**src/rtl/alarm_annunciator.sv**
```systemverilog
// Alarm panel annunciator: decodes the controller state code into registered
// LED/siren drive with slow/fast blink and pulsed siren cadences.
module alarm_annunciator #(
    parameter int BLINK_HALF = 5,
    parameter int FAST_HALF  = 2,
    parameter int SIREN_ON   = 3,
    parameter int SIREN_OFF  = 2
) (
    input  logic       iCLK,
    input  logic       iRST,
    input  logic [4:0] state,
    output logic [2:0] mode,
    output logic       armed_led,
    output logic       pending_led,
    output logic       panic_led,
    output logic       siren,
    output logic       state_err,
    output logic [2:0] zone_led
);

    typedef enum logic [2:0] {
        M_IDLE  = 3'd0,
        M_PEND  = 3'd1,
        M_ARMED = 3'd2,
        M_ALARM = 3'd3,
        M_PANIC = 3'd4
    } mode_t;

    localparam int BW = $clog2(2 * BLINK_HALF) > 0 ? $clog2(2 * BLINK_HALF) : 1;
    localparam int FW = $clog2(2 * FAST_HALF) > 0 ? $clog2(2 * FAST_HALF) : 1;
    localparam int SW = $clog2(SIREN_ON + SIREN_OFF) > 0 ? $clog2(SIREN_ON + SIREN_OFF) : 1;
    localparam logic [BW-1:0] B_LAST = BW'(2 * BLINK_HALF - 1);
    localparam logic [FW-1:0] F_LAST = FW'(2 * FAST_HALF - 1);
    localparam logic [SW-1:0] S_LAST = SW'(SIREN_ON + SIREN_OFF - 1);

    mode_t         mode_q, mode_d;
    logic [2:0]    zone_q, zone_d;
    logic [BW-1:0] blink_q, blink_d;
    logic [FW-1:0] fast_q, fast_d;
    logic [SW-1:0] siren_q, siren_d;
    logic          valid, restart;
    logic          blink_on, fast_on, siren_on;
    logic          armed_d, pending_d, panic_d, siren_out_d;
    logic [2:0]    zone_led_d;

    always_comb begin
        mode_d = mode_q;
        zone_d = zone_q;
        valid  = (state <= 5'h12);
        case (state)
            5'h00:        begin mode_d = M_IDLE; zone_d = 3'b000; end
            5'h01:        mode_d = M_IDLE;
            5'h02:        mode_d = M_PEND;
            5'h03:        mode_d = M_ARMED;
            5'h04, 5'h05: mode_d = M_ALARM;
            5'h10, 5'h11: mode_d = M_PANIC;
            5'h09:        zone_d[0] = 1'b1;
            5'h0A:        zone_d[1] = 1'b1;
            5'h0B:        zone_d[2] = 1'b1;
            5'h0C:        zone_d[0] = 1'b0;
            5'h0D:        zone_d[1] = 1'b0;
            5'h0E:        zone_d[2] = 1'b0;
            default:      ;
        endcase

        // Entering a new mode always starts every cadence at the top of its ON phase.
        restart = (mode_d != mode_q);
        blink_d = (restart || blink_q == B_LAST) ? '0 : blink_q + 1'b1;
        fast_d  = (restart || fast_q  == F_LAST) ? '0 : fast_q + 1'b1;
        siren_d = (restart || siren_q == S_LAST) ? '0 : siren_q + 1'b1;

        blink_on = (int'(blink_d) < BLINK_HALF);
        fast_on  = (int'(fast_d) < FAST_HALF);
        siren_on = (int'(siren_d) < SIREN_ON);

        pending_d   = (mode_d == M_PEND) && fast_on;
        armed_d     = (mode_d == M_ARMED) || (mode_d == M_ALARM);
        panic_d     = (mode_d == M_PANIC);
        siren_out_d = (mode_d == M_PANIC) || ((mode_d == M_ALARM) && siren_on);
        zone_led_d  = ((mode_d == M_ALARM) && !blink_on) ? 3'b000 : zone_d;
    end

    // Invalid codes only raise state_err; everything else holds its value.
    always_ff @(posedge iCLK or posedge iRST) begin
        if (iRST) begin
            mode_q      <= M_IDLE;
            zone_q      <= '0;
            blink_q     <= '0;
            fast_q      <= '0;
            siren_q     <= '0;
            armed_led   <= 1'b0;
            pending_led <= 1'b0;
            panic_led   <= 1'b0;
            siren       <= 1'b0;
            state_err   <= 1'b0;
            zone_led    <= '0;
        end else if (valid) begin
            mode_q      <= mode_d;
            zone_q      <= zone_d;
            blink_q     <= blink_d;
            fast_q      <= fast_d;
            siren_q     <= siren_d;
            armed_led   <= armed_d;
            pending_led <= pending_d;
            panic_led   <= panic_d;
            siren       <= siren_out_d;
            state_err   <= 1'b0;
            zone_led    <= zone_led_d;
        end else begin
            state_err   <= 1'b1;
        end
    end

    assign mode = mode_q;

endmodule

```
**config.mk**
```make
export PLATFORM = sky130hd
export DESIGN_NAME = alarm_annunciator
export DESIGN_NICKNAME = d
export VERILOG_FILES = /design/src/rtl/alarm_annunciator.sv
export SDC_FILE = /design/constraint.sdc
export NUM_CORES = 1
export LEC_CHECK = 0
export CAP_MARGIN = 15
export CORE_MARGIN = 5
export CORE_UTILIZATION = 45
export DETAILED_ROUTE_END_ITERATION = 6
export GPL_TIMING_DRIVEN = 0
export PLACE_DENSITY_LB_ADDON = 0.2
export SLEW_MARGIN = 5
export SYNTH_ARGS = -nofsm -noshare
export SYNTH_HDL_FRONTEND = slang
export SYNTH_SLANG_ARGS = --single-unit
```
**constraint.sdc**
```tcl
create_clock -name iCLK -period 2.1 [get_ports iCLK]
set_input_delay 0.21 -clock iCLK [delete_from_list [all_inputs] [get_ports iCLK]]
set_output_delay 0.21 -clock iCLK [all_outputs]
set_load 0.03 [all_outputs]
```
# Word level (Yosys, flattened, before mapping)
# Index checks and enable logic that the tools add are counted.
[op_classes]
n_addsub = 3
n_mul = 0
div = 0
n_lt_le_gt_ge = 4
n_eq_ne = 21
n_shift = 0
mux = 9
n_bitwise = 0
reduce_logical = 16
[ops]
columns = ["op", "n"]
rows = [
  ["5-bit by 4-bit == test with 1-bit output (second input constant)", 6],
  ["3-bit case mux with 5 select lines", 1],
  ["2-bit OR reduction", 6],
  ["5-bit by 2-bit == test with 1-bit output (second input constant)", 2],
  ["5-bit by 3-bit == test with 1-bit output (second input constant)", 2],
  ["5-bit == test (second input constant)", 2],
  ["3-bit by 2-bit == test with 1-bit output (second input constant)", 2],
  ["3-bit == test (second input constant)", 2],
  ["3-bit two-way mux", 2],
  ["1-bit case mux with 2 select lines", 3],
  ["5-bit by 1-bit == test with 1-bit output (second input constant)", 1],
  ["5-bit less-or-equal comparator (second input constant)", 1],
  ["5-bit logical NOT", 1],
  ["1-bit logical OR", 5],
  ["4-bit by 1-bit adder with 4-bit output (second input constant)", 1],
  ["4-bit == test (second input constant)", 1],
  ["4-bit by 3-bit less-than comparator with 1-bit output (second input constant)", 1],
  ["4-bit two-way mux", 1],
  ["3-bit by 1-bit adder with 3-bit output (second input constant)", 1],
  ["3-bit by 1-bit == test with 1-bit output (second input constant)", 1],
  ["1-bit logical AND", 3],
  ["3-bit by 2-bit less-than comparator with 1-bit output (second input constant)", 1],
  ["3-bit inequality test", 1],
  ["2-bit by 1-bit adder with 2-bit output (second input constant)", 1],
  ["other kinds (5)", 5],
]
[totals]
register_bits = 23
latch_bits = 0
ram_bits = 0
romBits = 0
input_bits = 7
output_inout_bits = 11
word_cells = 64
n_memories = 0

# Logic depth before layout (Yosys ltp)
# Gate-level depths: netlist of the first run.
[depth]
word_depth = 10
depth_mapped = 8
depth_no_buf = 7

# Least setup slack after synthesis of the first run
# Ideal clock, no wire load.
[synth_timing]
path_kind = "register to register"
from = "reg mode_q[0] (netlist: mode[0])"
to = "reg fast_q[1]"
setup_time_ns = 0.125
t_arrival_ns = 1.716
required_time_ns = 1.975
slack_ns = 0.259
path_stages_with_launch = 6
n_path_buf = 0
period_less_slack_ns = 1.841
path_cell_list = "dfrtp_1 > or4b_1 > o2bb2ai_1 > a21o_1 > nor4b_1 > mux2_2"
[synth_via]
elab_chain_len = 4
[synth_rtl]
columns = ["element", "line", "source"]
rows = [
  ["from (decl)", "36", "mode_t mode_q, mode_d;"],
  ["from (signal assigned)", "98", "mode_q <= mode_d;"],
  ["3-bit case mux with 5 select lines", "50", "case (state)"],
  ["3-bit inequality test (*)", "67", "restart = (mode_d != mode_q);"],
  ["1-bit logical OR (*)", "69", "fast_d = (restart || fast_q == F_LAST) ? '0 : fast_q + 1'b1;"],
  ["2-bit two-way mux (*)", "69", ""],
  ["to (signal assigned)", "101", "fast_q <= fast_d;"],
  ["to (decl)", "39", "logic [FW-1:0] fast_q, fast_d;"],
]
# Every way passes the cells marked *; elsewhere a longest branch is shown, timed or not.
# A chain may end at the register's enable or synchronous reset.

# Worst setup path after layout of the first run
[layout_timing]
from = "in state[4]"
to = "reg zone_led[2]"
[layout_via]
elab_chain_len = 10
word_cells_on_any_way = 25
classes_between = "order compare: 2; eq/ne: 11; mux: 4; reduce/logical: 8"
[layout_rtl]
columns = ["element", "line", "source"]
rows = [
  ["from (decl)", "11", "input logic [4:0] state,"],
  ["5-bit == test, or another cell as far along", "50", ""],
  ["2-bit OR reduction, on equally long branches", "n/a", ""],
  ["3-bit case mux with 5 select lines", "50", ""],
  ["3-bit inequality test", "67", ""],
  ["1-bit logical OR", "68", "blink_d = (restart || blink_q == B_LAST) ? '0 : blink_q + 1'b1;"],
  ["4-bit two-way mux", "68", ""],
  ["4-bit by 3-bit less-than comparator with 1-bit output", "72", "blink_on = (int'(blink_d) < BLINK_HALF);"],
  ["1-bit logical NOT", "80", "zone_led_d = ((mode_d == M_ALARM) && !blink_on) ? 3'b000 : zone_d;"],
  ["1-bit logical AND", "80", ""],
  ["3-bit two-way mux", "80", ""],
  ["to (signal assigned)", "108", "zone_led <= zone_led_d;"],
  ["to (decl)", "18", "output logic [2:0] zone_led"],
]
# Several ways; a longest one is shown, not always the timed one.

==> summary.md, run 1 <==
| Metric | Value |
|---|---|
| Drt initial violations | `63` |
| Relative slew margins | `~43%` |
| Number of CTS-inserted buffers | `3` |
| Combinational share of power | `between 40% and 50%` |
| Number of buffers on the longest clock path | `2` |
| Vias per cell | `about 5.9` |
| Proportion of layout cells with a drive suffix above 1 | `a little over a tenth` |
| Power density over the cells | `935.0 nW/um^2` |
| Clock-pin slew on the worst setup and hold paths | `about 130 ps` |
| Worst hold slack across all endpoints | `around 230 ps` |
| Most used routing layer in global routing | `met2` |
| Critical path peak fanout | `10` |
| Setup Buffers After CTS | `0` |
| Fill cell instance count of the final layout | `about 270` |
| Number of detailed-routing iterations run before antenna repair | `4` |
| # Max-Cap Violations | `0` |
| Final Wtd Congestion | `about 0.83` |
| Dominant register cell in the synthesized netlist | `sky130_fd_sc_hd__dfrtp_1` |
| First-pass GRT wire length | `about 5300 um` |
| Total global-route track usage | `15.80%` |
| Die boundary width | `between 60 and 70 um` |
| Cell depth of the worst flop-to-flop path | `6` |
| Global-route track usage on met2 | `between 20% and 30%` |
| Data required time of the worst path | `roughly 2300 ps` |
| Net switching power | `0.0006036 W` |
| Largest net degree at the start of global routing | `24` |
| Period minus WS final | `about 2000 ps` |
| Setup repair after global routing missed its margin | `no` |
| Synth-to-layout area growth | `16.79%` |
| Max Clk Rate | `506.7 MHz` |
| Register area share after synthesis | `41.29%` |
| Combined area of all synthesized cells | `1394 um^2` |
| Switching fraction of total power | `around two fifths` |
| Hold Crit Depth | `2` |
| Routed wire length | `3035 um` |
| Drt wl/cell | `15.02 um` |
| Startpoint of the most critical hold path | `state[0]` |
| Total clock sinks | `23` |
| Yosys reg bits | `23` |
| Maximum cell stage delay along the critical path | `about 560 ps` |
| Reported leakage power | `just over 0.7 nW` |
| Overall power of the completed layout | `0.001522 W` |
| # rows | `20` |
| Type of element launching the critical path | `primary input` |
| Vias | `1199` |
| Total of warnings raised by yosys | `0` |
| Commonest cells after routing, fill and taps aside | `sky130_fd_sc_hd__dfrtp_1 (23), sky130_fd_sc_hd__nand2_1 (18), sky130_fd_sc_hd__clkdlybuf4s50_1 (15)` |
| Leading cell type in the layout, fill and taps excluded | `sky130_fd_sc_hd__dfrtp_1` |
| Kind of end point of the critical path | `register` |
| Path category of the worst min-delay check | `primary input to register` |
| Share of power burned in the clock network | `a little over an eighth` |
| Number of endpoints with negative hold slack in the final report | `0` |
| Starting density of the core | `between 40% and 50%` |
| Fin. max-slew vios | `0` |
| Global-route track usage on met1 | `around a fifth` |
| Cell breakdown of the critical path | `clkdlybuf4s50_1 -> buf_2 -> o21ai_1 -> o2bb2ai_1 -> a2111oi_4 -> nand4_1 -> a22o_1` |
| Root buffer cell | `sky130_fd_sc_hd__clkbuf_4` |
| Worst r2r src | `blink_q[0]` |
| Count of buffers from port buffering | `15` |
| Core area | `around 3000 um^2` |
| Final critical-path share of the clock period | `93.98%` |
| Pint | `0.0009183 W` |
| Total number of H-tree levels | `1` |
| Crit path launch | `state[4]` |
| Post-synthesis cell type count | `52` |
| Met3 Usage GRT | `between 3 and 4%` |
| TritonCTS clock tree | `built` |
| Mean instance size in the synthesized netlist | `9.292 um^2` |
| Vias in the first global route | `1174` |
| Run status | `finished clean` |
| Arrival @ worst endpoint | `approximately 2200 ps` |
| Worst IR drop on VDD | `between 0.5 and 0.6 mV` |
| Share of synthesized flip-flops with an asynchronous set or reset | `100.0%` |
| Antenna violations before repair | `0` |
| Worst clock skew | `about 12 ps` |
| CP Class | `primary input to register` |
| Post-synth EDFFs | `0` |
| Vertical extent of the die | `between 60 and 70 um` |
| Synth Net Count | `about 160` |
| Antenna diode instance count | `0` |
| Actual transition at the worst max-transition pin | `roughly 850 ps` |
| Final setup violation count | `0` |
| Final global-route overflow total | `0` |
| Cells after Synth | `150` |
| Worst-path cell with the longest stage delay | `sky130_fd_sc_hd__clkdlybuf4s50_1` |
| Die Outline Area | `about 4300 um^2` |
| Number of nets at the end of the flow | `approximately 180` |
| Half-perimeter wire length after placement | `2268 um` |
| Number of top-level design ports | `18` |
| Number of remaining DRC errors | `0` |
| Antenna violation net count after detailed routing | `0` |
| Sequential fraction of design power | `roughly 44%` |
| Clock Latency Late Sink | `~310 ps` |
==> metal layers <==
metal | share of wire [%] | vias up
met5 | 0 | -
met4 | 0.66 | 0
met3 | 4.9 | 2
met2 | 49 | 26
met1 | 46 | 572
li1 | - | 599
==> metrics by stage <==
stage	setup TNS [ps]	instances	area, um^2	util [%]	setup slack, ps
floorplan	0	150	1394	-	258.9
detailed placement	-1569	198	1585	52.79	-243.0
CTS	0	202	1613	53.71	86.18
global placement	-1324	198	1585	52.79	-216.3
global route	0	202	1628	54.21	5.147
finish	0	202	1628	54.21	126.4
==> kinds of logic after synthesis <==
kind of cell | share of synthesized area (%)
xor+xnor | 0.6285
flops | 41.29
fa+ha+maj | 4.488
compound gates | 26.30
mux | 1.526
simple gates | 19.48
buf+inv | 6.283
==> path summary, 6_finish.rpt <==
kind / to / slack [ps]
setup / recovery: zone_led[2] / 130
hold / removal: zone_q[1] / 230
setup reg to reg: zone_led[2] / 160
hold reg to reg: armed_led / 510
max in group asynchronous: armed_led / 1210
min in group asynchronous: siren_q[0] / 350
==> sequential cells by signal, summed over array words and instances (netlist names), 2 cells and up <==
register  count
siren_q       3
zone_led      3
fast_q        2
mode          3
zone_q        3
blink_q       4
==> synth_stat cells, types with 2 or more instances <==
| master | count | share of area [%] |
|---|---|---|
| sky130_fd_sc_hd__o22ai_1 | 3 | 1.3 |
| sky130_fd_sc_hd__dfrtp_1 | 23 | 41 |
| sky130_fd_sc_hd__and3_1 | 2 | 0.90 |
| sky130_fd_sc_hd__o2bb2ai_1 | 3 | 1.9 |
| sky130_fd_sc_hd__nor2_1 | 5 | 1.3 |
| sky130_fd_sc_hd__o31ai_1 | 3 | 1.6 |
| sky130_fd_sc_hd__nand4_1 | 2 | 0.90 |
| sky130_fd_sc_hd__nor3_1 | 3 | 1.1 |
| sky130_fd_sc_hd__a211oi_1 | 2 | 1.1 |
| sky130_fd_sc_hd__nand2_1 | 18 | 4.8 |
| sky130_fd_sc_hd__nor4b_1 | 3 | 1.9 |
| sky130_fd_sc_hd__a21o_1 | 2 | 1.1 |
| sky130_fd_sc_hd__buf_2 | 4 | 1.4 |
| sky130_fd_sc_hd__ha_1 | 5 | 4.5 |
| sky130_fd_sc_hd__nand3_1 | 6 | 2.2 |
| sky130_fd_sc_hd__nor2b_1 | 2 | 0.90 |
| sky130_fd_sc_hd__a21oi_1 | 7 | 2.5 |
| sky130_fd_sc_hd__and2_1 | 2 | 0.90 |
| sky130_fd_sc_hd__inv_1 | 11 | 3.0 |
| sky130_fd_sc_hd__a22o_1 | 6 | 3.8 |
| sky130_fd_sc_hd__inv_2 | 2 | 0.54 |
| sky130_fd_sc_hd__o21ai_1 | 5 | 1.8 |
| sky130_fd_sc_hd__o21ai_0 | 2 | 0.72 |
==> power groups by stage <==
stage          Clock [W]  Combinational [W]  Sequential [W]
4_1_cts         0.000220           0.000639        0.000672
3_5_place_dp           0           0.000637        0.000681
5_1_grt         0.000239           0.000720        0.000694
3_3_place_gp           0           0.000616        0.000670
2_1_floorplan          0           0.000411        0.000722
6_report        0.000205           0.000643        0.000674
==> final cells by class <==
type                       instances  area (um^2)  area share [%]
multi-input combinational        107        743.2           45.66
sequential                        23        575.6           35.36
timing repair buffer              15        150.1           9.224
inverter                          13        48.80           2.998
buffer                             7        41.29           2.537
tap                               33        41.29           2.537
clock buffer                       3        22.52           1.384
clock inverter                     1        5.005          0.3075
==> repair_timing <==
item / CTS / global route
hold buffers: 0 / 0
endpoints found under the setup margin: 0 / 3
resized for setup: 0 / 2
==> worst max-delay path, delay by kind of cell <==
kind,cells,cell delay [ps]
compound gates,4,960
simple gates,1,220
buf+inv,2,810
Power figures use the tool's default switching activity.
==> run 2, diff against run 1 <==
CORE_MARGIN = not set   (was 5)
REMOVE_ABC_BUFFERS = 1   (was not set)
==> summary.md, run 2 (same netlist as run 1, synthesis figures left out) <==
| Metric | Value |
|---|---|
| Area of combinational cells with multiple inputs | `738.2 um^2 (-0.67%)` |
| Kind of end point of the critical path | `register` |
| Final setup violation count | `0 (unchanged)` |
| Number of top-level design ports | `18 (unchanged)` |
| Proportion of layout cells with a drive suffix above 1 | `8.537% (-2.1 points)` |
| Violations in the final reports | `DRC` |
| Number of cells in the design after placement | `191 (-3.5%)` |
| Flip-flop count of the largest register, all copies and words added | `4 (unchanged)` |
| Vias per cell | `6.097 (+2.7%)` |
| Vias | `1189 (-0.83%)` |
| Routed wire length | `2909 um (-4.2%)` |
| Clock Latency Late Sink | `320 ps (about the same)` |
| Final Wtd Congestion | `0.8231 (-0.31%)` |
| Area of all sequential standard cells | `575.6 um^2 (unchanged)` |
| Data required time of the worst path | `2320 ps (about the same)` |
| Drt wl/cell | `14.92 um (-0.71%)` |
| Critical path peak fanout | `6 (-4)` |
| Antenna violations before repair | `0 (unchanged)` |
| Actual transition at the worst max-transition pin | `891.0 ps (+37.70 ps)` |
| Die Outline Area | `3324 um^2 (-23%)` |
| Largest net degree at the start of global routing | `24 (unchanged)` |
| # Max-Cap Violations | `0 (unchanged)` |
| Power density over the cells | `947.6 nW/um^2 (+1.3%)` |
| Root buffer cell | `sky130_fd_sc_hd__clkbuf_4` |
| Overall power of the completed layout | `0.001525 W (+0.18%)` |
| Commonest cells after routing, fill and taps aside | `sky130_fd_sc_hd__dfrtp_1 (23), sky130_fd_sc_hd__nand2_1 (17), sky130_fd_sc_hd__clkdlybuf4s50_1 (13)` |
| Worst clock skew | `4.707 ps (-7.062 ps)` |
| Starting density of the core | `48.86% (+2.4 points)` |
| Total clock sinks | `23 (unchanged)` |
| Synth-to-layout area growth | `15.44%` |
| Number of endpoints with negative hold slack in the final report | `0 (unchanged)` |
| Cell depth of the worst flop-to-flop path | `5 (-1)` |
| Antenna violation net count after detailed routing | `0 (unchanged)` |
| Number of CTS-inserted buffers | `3 (unchanged)` |
| Run status | `finished with violations` |
| Final global-route overflow total | `0 (unchanged)` |
| Period minus WS final | `1933 ps (-40.89 ps)` |
| Number of buffers on the longest clock path | `2 (unchanged)` |
| Arrival @ worst endpoint | `2160 ps (-30 ps)` |
| Fin. max-slew vios | `0 (unchanged)` |
| Number of detailed-routing iterations run before antenna repair | `6 (+2)` |
| Count of buffers from port buffering | `17 (+2)` |
| Total number of H-tree levels | `1 (unchanged)` |
| Total global-route track usage | `19.62% (+3.8 points)` |
| TritonCTS clock tree | `built` |
| Die boundary width | `57.66 um (-12%)` |
| Vias in the first global route | `1128 (-3.9%)` |
| Half-perimeter wire length after placement | `2061 um (-9.1%)` |
| Number of nets at the end of the flow | `177 (-2.7%)` |
| Register containing the most flip-flops in the final layout | `blink_q` |
| Number of remaining DRC errors | `1 (+1)` |
| Antenna diode instance count | `0 (unchanged)` |
| Worst IR drop on VDD | `0.5758 mV (-0.51%)` |
| Relative slew margins | `40.54% (-2.5 points)` |
| CP Class | `register to register` |
| Path category of the worst min-delay check | `primary input to async pin` |
| Setup Buffers After CTS | `0 (unchanged)` |
| Cts-stage hold buffer count | `0 (unchanged)` |
| Clock-pin slew on the worst setup and hold paths | `140 ps (about the same)` |
| Final critical-path share of the clock period | `92.03% (-1.9 points)` |
| Max Clk Rate | `517.4 MHz (+2.1%)` |
| Final cell count without fillers | `195 (-3.5%)` |
| Setup repair after global routing missed its margin | `no` |
| Leading cell type in the layout, fill and taps excluded | `sky130_fd_sc_hd__dfrtp_1` |
| Drt initial violations | `40 (-37%)` |
| Vertical extent of the die | `57.66 um (-12%)` |
| Fill cell instance count of the final layout | `268 (+0.37%)` |
| Type of element launching the critical path | `register` |
| Reported leakage power | `0.7461 nW (+2.6%)` |
| # rows | `19 (-5.0%)` |
| First-pass GRT wire length | `5002 um (-6.1%)` |
| Core area | `2853 um^2 (-5.0%)` |
-- run 2: changes by cell type in the layout (fill, tap and decap cells not counted) --
| cell | previous run | this run |
|---|---|---|
| sky130_fd_sc_hd__nand2_1 | 18 | 17 |
| sky130_fd_sc_hd__nand2_2 | 0 | 1 |
| sky130_fd_sc_hd__buf_2 | 3 | 0 |
| sky130_fd_sc_hd__dlymetal6s2s_1 | 0 | 4 |
| sky130_fd_sc_hd__a2111oi_4 | 1 | 0 |
| sky130_fd_sc_hd__nor2_2 | 1 | 0 |
| sky130_fd_sc_hd__buf_1 | 1 | 0 |
| sky130_fd_sc_hd__nor2_4 | 0 | 1 |
| sky130_fd_sc_hd__a2111oi_2 | 0 | 1 |
| sky130_fd_sc_hd__clkbuf_1 | 1 | 0 |
| sky130_fd_sc_hd__clkdlybuf4s50_1 | 15 | 13 |
| sky130_fd_sc_hd__clkbuf_4 | 4 | 3 |
| sky130_fd_sc_hd__buf_6 | 1 | 0 |
-- run 2: path summary, 6_finish.rpt --
path	startpoint	to	slack, ps
hold reg to reg	panic_led	panic_led	510
min in group iCLK	state[1]	zone_q[1]	450
hold / removal	iRST	blink_q[1]	350
setup reg to reg	mode[0]	fast_q[1]	170
max in group asynchronous	iRST	zone_q[1]	1200
setup / recovery	mode[0]	fast_q[1]	170
-- run 2: area by class of cell --
type / count / share of cell area, %
Sequential cell: 23 / 35.77
Clock buffer: 3 / 1.400
Inverter: 13 / 3.033
Tap cell: 31 / 2.411
Timing Repair Buffer: 17 / 11.20
Multi-Input combinational cell: 107 / 45.88
Clock inverter: 1 / 0.3110
-- run 2: routing by layer --
layer | routed length [um] | global-route usage, % | vias up | part of all wire [%]
met5 | 0 | 0 | - | 0
met4 | 45 | 8.163 | 0 | 1.5
met3 | 49 | 2.009 | 5 | 1.7
met2 | 1431 | 35.22 | 14 | 49
met1 | 1382 | 24.10 | 579 | 48
li1 | - | - | 591 | -
-- run 2: power by group --
group	internal (W)	switching, W	total (W)
Clock	0.0000715	0.000145	0.000216
Sequential	0.000556	0.000118	0.000673
Combinational	0.000288	0.000347	0.000635
Total	0.000915	0.000610	0.00152
-- run 2: timing repair --
action | 4_1_cts | 5_1_grt
gates resized for setup | 2 | 4
setup endpoints to repair | 5 | 9
hold endpoints to repair | 0 | 0
cloned | 0 | 0
-- run 2: critical path: stages, from the launching register on --
cell and delay [ps]:
sky130_fd_sc_hd__dfrtp_1 450, sky130_fd_sc_hd__or4b_1 530, sky130_fd_sc_hd__o2bb2ai_1 250, sky130_fd_sc_hd__a21o_1 230, sky130_fd_sc_hd__nor4b_1 100, sky130_fd_sc_hd__mux2_2 280
-- run 2: through the flow --
stage               setup slack [ps]  util (%)  area [um^2]  hold slack (ps)  setup TNS [ps]
finish                         167.3     56.40         1609            354.8               0
detailed placement            -522.6     54.82         1564            471.1           -4448
global route                   2.434     56.40         1609            440.9               0
floorplan                      258.6         -         1355            211.9               0
global placement              -501.9     54.82         1564            461.8           -3998
CTS                            21.70     56.05         1599            380.7               0
==> run 3, diff against run 2 <==
CTS_CLUSTER_SIZE = 8   (was not set)
GPL_ROUTABILITY_DRIVEN = 0   (was not set)
==> results of run 3 <==
No change in the layout: final DEF, timing and power equal those of run 2.
